## src/rtl/vsum_acc.sv

```systemverilog
// Reduces each 4-lane signed beat to one sum and accumulates a programmable
// number of beats into a single signed result offered on a valid/ready port.
module vsum_acc #(
    parameter int WIDTH     = 8,
    parameter int ACC_WIDTH = 16,
    parameter int LEN_WIDTH = 8
) (
    input  logic                 clock,
    input  logic                 reset,
    input  logic                 in_valid,
    output logic                 in_ready,
    input  logic [WIDTH-1:0]     a_0,
    input  logic [WIDTH-1:0]     a_1,
    input  logic [WIDTH-1:0]     a_2,
    input  logic [WIDTH-1:0]     a_3,
    input  logic [LEN_WIDTH-1:0] len,
    output logic [ACC_WIDTH-1:0] y,
    output logic                 y_valid,
    input  logic                 y_ready
);

    typedef enum logic [1:0] {
        IDLE,
        ACC,
        OUT
    } state_t;

    localparam logic [LEN_WIDTH-1:0] LEN_ONE = {{(LEN_WIDTH-1){1'b0}}, 1'b1};

    state_t               state;
    logic [ACC_WIDTH-1:0] acc;
    logic [LEN_WIDTH-1:0] cnt;
    logic [ACC_WIDTH-1:0] beat_sum;
    logic [ACC_WIDTH-1:0] acc_next;
    logic                 accept;

    assign in_ready = (state != OUT);
    assign accept   = in_valid && in_ready;

    always_comb begin
        beat_sum = {{(ACC_WIDTH-WIDTH){a_0[WIDTH-1]}}, a_0}
                 + {{(ACC_WIDTH-WIDTH){a_1[WIDTH-1]}}, a_1}
                 + {{(ACC_WIDTH-WIDTH){a_2[WIDTH-1]}}, a_2}
                 + {{(ACC_WIDTH-WIDTH){a_3[WIDTH-1]}}, a_3};
        acc_next = acc + beat_sum;
    end

    // y is loaded with the final sum on the edge that enters OUT, so it is
    // already stable when y_valid rises and simply holds after the result is taken.
    always_ff @(posedge clock) begin
        if (reset) begin
            state   <= IDLE;
            acc     <= '0;
            cnt     <= '0;
            y       <= '0;
            y_valid <= 1'b0;
        end else begin
            case (state)
                IDLE: begin
                    if (accept) begin
                        acc <= beat_sum;
                        if (len <= LEN_ONE) begin
                            state   <= OUT;
                            y       <= beat_sum;
                            y_valid <= 1'b1;
                        end else begin
                            cnt   <= len - LEN_ONE;
                            state <= ACC;
                        end
                    end
                end
                ACC: begin
                    if (accept) begin
                        acc <= acc_next;
                        cnt <= cnt - LEN_ONE;
                        if (cnt == LEN_ONE) begin
                            state   <= OUT;
                            y       <= acc_next;
                            y_valid <= 1'b1;
                        end
                    end
                end
                OUT: begin
                    if (y_ready) begin
                        state   <= IDLE;
                        y_valid <= 1'b0;
                    end
                end
                default: begin
                    state   <= IDLE;
                    y_valid <= 1'b0;
                end
            endcase
        end
    end

endmodule
```

## config.mk

```make
export PLATFORM = sky130hd
export DESIGN_NAME = vsum_acc
export DESIGN_NICKNAME = d
export VERILOG_FILES = /design/src/rtl/vsum_acc.sv
export SDC_FILE = /design/constraint.sdc
export NUM_CORES = 1
export LEC_CHECK = 0
export ABC_CLOCK_PERIOD_IN_PS = 6300
export BUFFER_PORTS_ARGS = -buffer_cell sky130_fd_sc_hd__clkbuf_2
export CORE_ASPECT_RATIO = 1.25
export CORE_UTILIZATION = 27
export CTS_CLUSTER_DIAMETER = 150
export DETAILED_ROUTE_END_ITERATION = 12
export SYNTH_ARGS = -nofsm -noshare
export SYNTH_HDL_FRONTEND = slang
export SYNTH_SLANG_ARGS = --single-unit
```

## constraint.sdc

```tcl
create_clock -name clock -period 6.3 [get_ports clock]
set_clock_uncertainty 0.1 [all_clocks]
set_input_delay 0.945 -clock clock [delete_from_list [all_inputs] [get_ports clock]]
set_output_delay 0.945 -clock clock [all_outputs]
set_load 0.005 [all_outputs]
```

Word level (Yosys, flattened, before mapping)
Cells that the tools add are included.
- word-level logic and storage cells: 54
- input bits: 44
- bits in registers: 43
- $lt $le $gt $ge: 1
- reductions and logical operators: 8
- $add $sub $neg: 6
- mux-type cells: 24
- equal/unequal tests: 10
- operators by type and width (cell ; count):
    $mux 16 ; 6
    $pmux 16 s2 ; 2
    $mux 8 ; 3
    $add 16x16->16 ; 1
    $pmux 8 s2 ; 1
    $sub 8x1->8 const B ; 2
    $ne 2x2->1 const B ; 7
    $add 10x8->11 ; 1
    $add 9x8->10 ; 1
    $mux 2 ; 5
    $reduce_and 5->1 ; 2
    $add 8x8->9 ; 1
    $eq 8x1->1 const B ; 1
    $le 8x1->1 const B ; 1
    $reduce_and 4->1 ; 2
    $pmux 2 s3 ; 1
    $mux 1 ; 5
    $pmux 1 s3 ; 1
    $reduce_and 3->1 ; 1
    $eq 2x1->1 const B ; 1
    $eq 2x2->1 const B ; 1
    $logic_not 2->1 ; 1
    $reduce_bool 2->1 ; 1
    $logic_and 1x1->1 ; 1

Logic depth before layout (Yosys ltp)
- depth after elaboration: 7
- gate-level depth with buffers: 20

Worst setup path after synthesis
No wires, ideal clock.
- path type: input-to-reg
- start point: input a_0[1]
- end point: register y[15]
- path buffers: 0
- arrival: 4.805 ns
- stages: 19
- data required time: 6.080 ns
- path slack: 1.275 ns
- path through: inv_1 > fa_1 > fa_1 > inv_1 > ha_1 > inv_1 > fa_1 > nor2b_1 > o21ai_0 > a21oi_1 > o41ai_1 > xnor2_1 > ha_1 > and2_1 > a221oi_1 > a21oi_1 > or3_1 > a21oi_1 > nor3_2
- longest elaborated chain between the ends: 7
- elaborated cells between the ends (all ways): 9
- those cells by class: 4 x add/sub; 5 x mux
- RTL lines (element ; RTL line ; RTL):
    from (decl) ; 12 ; input logic [WIDTH-1:0] a_0,
    $add 8x8->9 (*) ; 42 ; + {{(ACC_WIDTH-WIDTH){a_1[WIDTH-1]}}, a_1}
    $add 9x8->10 (*) ; 43 ; + {{(ACC_WIDTH-WIDTH){a_2[WIDTH-1]}}, a_2}
    $add 10x8->11 (*) ; 44 ; + {{(ACC_WIDTH-WIDTH){a_3[WIDTH-1]}}, a_3};
    $add 16x16->16 ; 45 ; acc_next = acc + beat_sum;
    $mux 16 ; 76 ; if (cnt == LEN_ONE) begin
    $mux 16 ; 73 ; if (accept) begin
    $pmux 16 s2 (*) ; 58 ; case (state)
    to (signal assigned) ; 64 ; y <= beat_sum;
    to (signal assigned) ; 78 ; y <= acc_next;
    to (decl) ; 17 ; output logic [ACC_WIDTH-1:0] y,
Every way passes the cells marked *; elsewhere a longest branch is shown, timed or not. The select of a mux whose other input is x is not followed.
A chain may end at the register's enable or synchronous reset.

Worst setup path after layout
- start point: input a_0[7]
- end point: register y[15]
The elaborated chain is that of the path after synthesis.

==> flow_summary.ini <==
[route]
drtAntennaViolNets = 0
drc_errors = 0
firstDrtPassIters = 4
num_vias = 3252
vias_per_cell = 4.82
post_drt_wl_per_cell_um = 12.5
first_iter_violations = 226
wl_mm = 8.44

[clock_network]
cts_made_buffers = 5
numClockSinks = 43
cts_setup_buffers = 0
cts_tree = yes
clk_path_buf_depth = 2
post_cts_resized = 0
clk_pin_slew_ns = 0.06
cts-root-buf = clkbuf_16
h-tree-depth = 2
postCtsHoldBufs = 0
clk_latency_ns = 0.29

[yosys]
synth_edf_count = 0
syn_area_per_cell_um2 = 8.11
async_reset_ff_frac = 0
synthTopCellsByCount = inv_1 (55), a21oi_1 (44), dfxtp_1 (43), nor2_1 (38)
yosysSeqAreaShare = 0.236
synth.area.top_cells = dfxtp_1 (24%), ha_1 (11%), fa_1 (9.9%)
synth_nets = 544
yosys_register_bits = 43
synth_warnings = 0
synth_cells = 450
yosys_most_used_dff = dfxtp_1
syn_area_mm2 = 0.00365
synth_most_common_cell = inv_1
synth_top_area_frac = 0.236
yosysTopAreaCell = dfxtp_1
netlist-cell-type-count = 50

[sta]
period_share = 0.831
finalHoldViolCount = 0
finalSetupTns_ns = 0
holdWs_ns = 0.368
rsz0062_at_grt = no
fmax_mhz = 191
fin_crit_ns = 5.23
finalSetupViolCount = 0
drv_slew = 0
tightest_slew_ns = 0.877
slew_headroom = 0.414

[cells_and_area]
area_growth_pct = 16.5
regArea_um2 = 861
diodes = 0
layout.nets = 598
multiInputGateArea_mm2 = 0.00251
fillCellCount = 1408
final_layout_size_suffix_gt1_frac = 0.169

[power_and_ir_drop]
p_clk_frac = 0.170
powerDensity_mw_per_mm2 = 357
ir_drop_v = 0.000113
p_leak_nw = 1.97
p_comb_frac = 0.613
p_int_uw = 849
swShare = 0.441
p_sw_uw = 671
p_seq_frac = 0.217

[critical_path]
crit_chain = clkbuf_2 -> fa_1 -> fa_1 -> ha_1 -> a2111oi_0 -> o21ai_1 -> a21o_1 -> inv_1 -> ha_1 -> and2_1 -> a221oi_1 -> a21oi_1 -> or3_1 -> a21oi_1 -> nor3_2
startpoint = a_0[7]
worstPathRequired_ns = 6.38
critical_path_buf_inv_count = 2
ff2ff_setup_slack_ns = 3.69
worst-setup-path-type = in2reg
slowest_stage = fa_1
cp.arrival_ns = 5.31
crit_path_end_kind = flop
cp_max_fo = 11
worstSetupStartpointType = primary input
critical-path-max-stage-delay_ns = 0.60
crit_family = adder cells
reg2reg_from = acc[0]$_SDFFE_PP0P_

[die]
die_y_um = 132
dieArea_mm2 = 0.0140
die_w_um = 106
rows = 47
pin_count = 62
initial_core_util = 0.276
core-area_mm2 = 0.0132

[global_route]
grt_overflow_total = 0
grt_max_degree = 33
first_global_vias = 3126
antenna_found_initial = 0
grt_first_pass_wirelength_mm = 14.4
track_usage = 0.125

[placed_design]
routabilityCongestion = 0.893
dp_hpwl_mm = 6.44
port_buffers = 61

[job]
max-cap-violations = 0

[outcome]
outcome = finished, final reports clean

[worst_hold_path]
hp-start = acc[2]$_SDFFE_PP0P_
hp-class = reg2reg
## registers in the layout, summed over array words and instances (netlist names)
register / count
cnt: 8
state: 2
acc: 16
y_valid: 1
y: 16
## per-stage QoR
stage | utilization | instance area [um^2] | worst slack [ns] | power [mW] | std cells
3_3_place_gp | 0.310 | 4110 | 0.881 | 1.24 | 668
3_5_place_dp | 0.310 | 4110 | 0.779 | 1.26 | 668
5_1_grt | 0.321 | 4250 | 0.836 | 1.66 | 675
2_1_floorplan | - | 3650 | 1.28 | 1.07 | 450
6_report | 0.321 | 4250 | 1.07 | 1.52 | 675
4_1_cts | 0.321 | 4250 | 1.07 | 1.53 | 675
## final cells by class
class | count | share of cell area
multi-input cells | 336 | 0.589
flip-flops and latches | 43 | 0.202
well taps | 171 | 0.0503
repair buffers | 63 | 0.0753
clock inverters | 1 | 0.00118
clock buffers | 6 | 0.0327
inverters | 55 | 0.0486
## placed cells by master (no fill, tap or decap), types with 2 or more instances in the layout
cell	Yosys	final
a2111oi_0	2	2
a211o_1	3	3
a211oi_1	13	13
a211oi_2	3	3
a21o_1	9	9
a21oi_1	44	44
a22oi_1	3	3
a31oi_1	5	5
and2_1	3	3
and3_1	2	2
buf_4	0	2
clkbuf_16	0	5
clkbuf_2	0	61
dfxtp_1	43	43
fa_1	18	18
ha_1	32	32
inv_1	55	55
mux2i_1	10	10
nand2_1	31	31
nand2b_1	7	7
nand3_1	10	10
nand4_1	3	3
nor2_1	38	38
nor2b_1	4	3
nor3_1	10	10
nor3_2	2	2
o211ai_1	5	5
o21ai_0	32	32
o21ai_1	2	2
o21bai_1	2	2
o221a_2	2	2
or3_1	2	2
xnor2_1	15	15
xor2_1	8	8
## worst reg2reg max path, cell delays in order, from the launching register on
cell and delay [ns]:
dfxtp_1 0.31, ha_1 0.24, fa_1 0.41, a21oi_1 0.23
o22a_1 0.30, o311ai_2 0.17, o221a_2 0.29, xnor2_1 0.18
nand3_1 0.10, a21oi_1 0.19
## cell families after synthesis
logic type / Yosys count / synth area share
AOI/OAI and AO/OA: 138 / 0.248
and+or+nand+nor: 115 / 0.147
buffers and inverters: 71 / 0.0782
adders and majority gates: 50 / 0.208
DFF: 43 / 0.236
xor gates and xnor gates: 23 / 0.0552
muxes: 10 / 0.0274
## worst paths after layout
kind,endpoint,cells after the start
worst max-delay path,y[15]$_SDFFE_PP0P_,15
worst min-delay path,acc[2]$_SDFFE_PP0P_,2
worst max register to register,y[14]$_SDFFE_PP0P_,9
worst min register to register,acc[2]$_SDFFE_PP0P_,2
## power groups by stage
stage | clock network [mW] | logic, mW | registers, mW
global placement | 0 | 0.901 | 0.335
finish | 0.259 | 0.932 | 0.330
floorplan | 0 | 0.737 | 0.328
global route | 0.278 | 1.05 | 0.334
detailed placement | 0 | 0.921 | 0.336
CTS | 0.270 | 0.929 | 0.330
## per-layer routing
layer  track usage  vias to the layer above  wire length (um)
met5             0                        -                 0
met3        0.0158                        6               283
met2         0.213                       77              4150
met1         0.158                     1494              3930
met4        0.0502                        0                80
li1              -                     1675                 -
No activity file was read; power rests on OpenSTA's default activity.
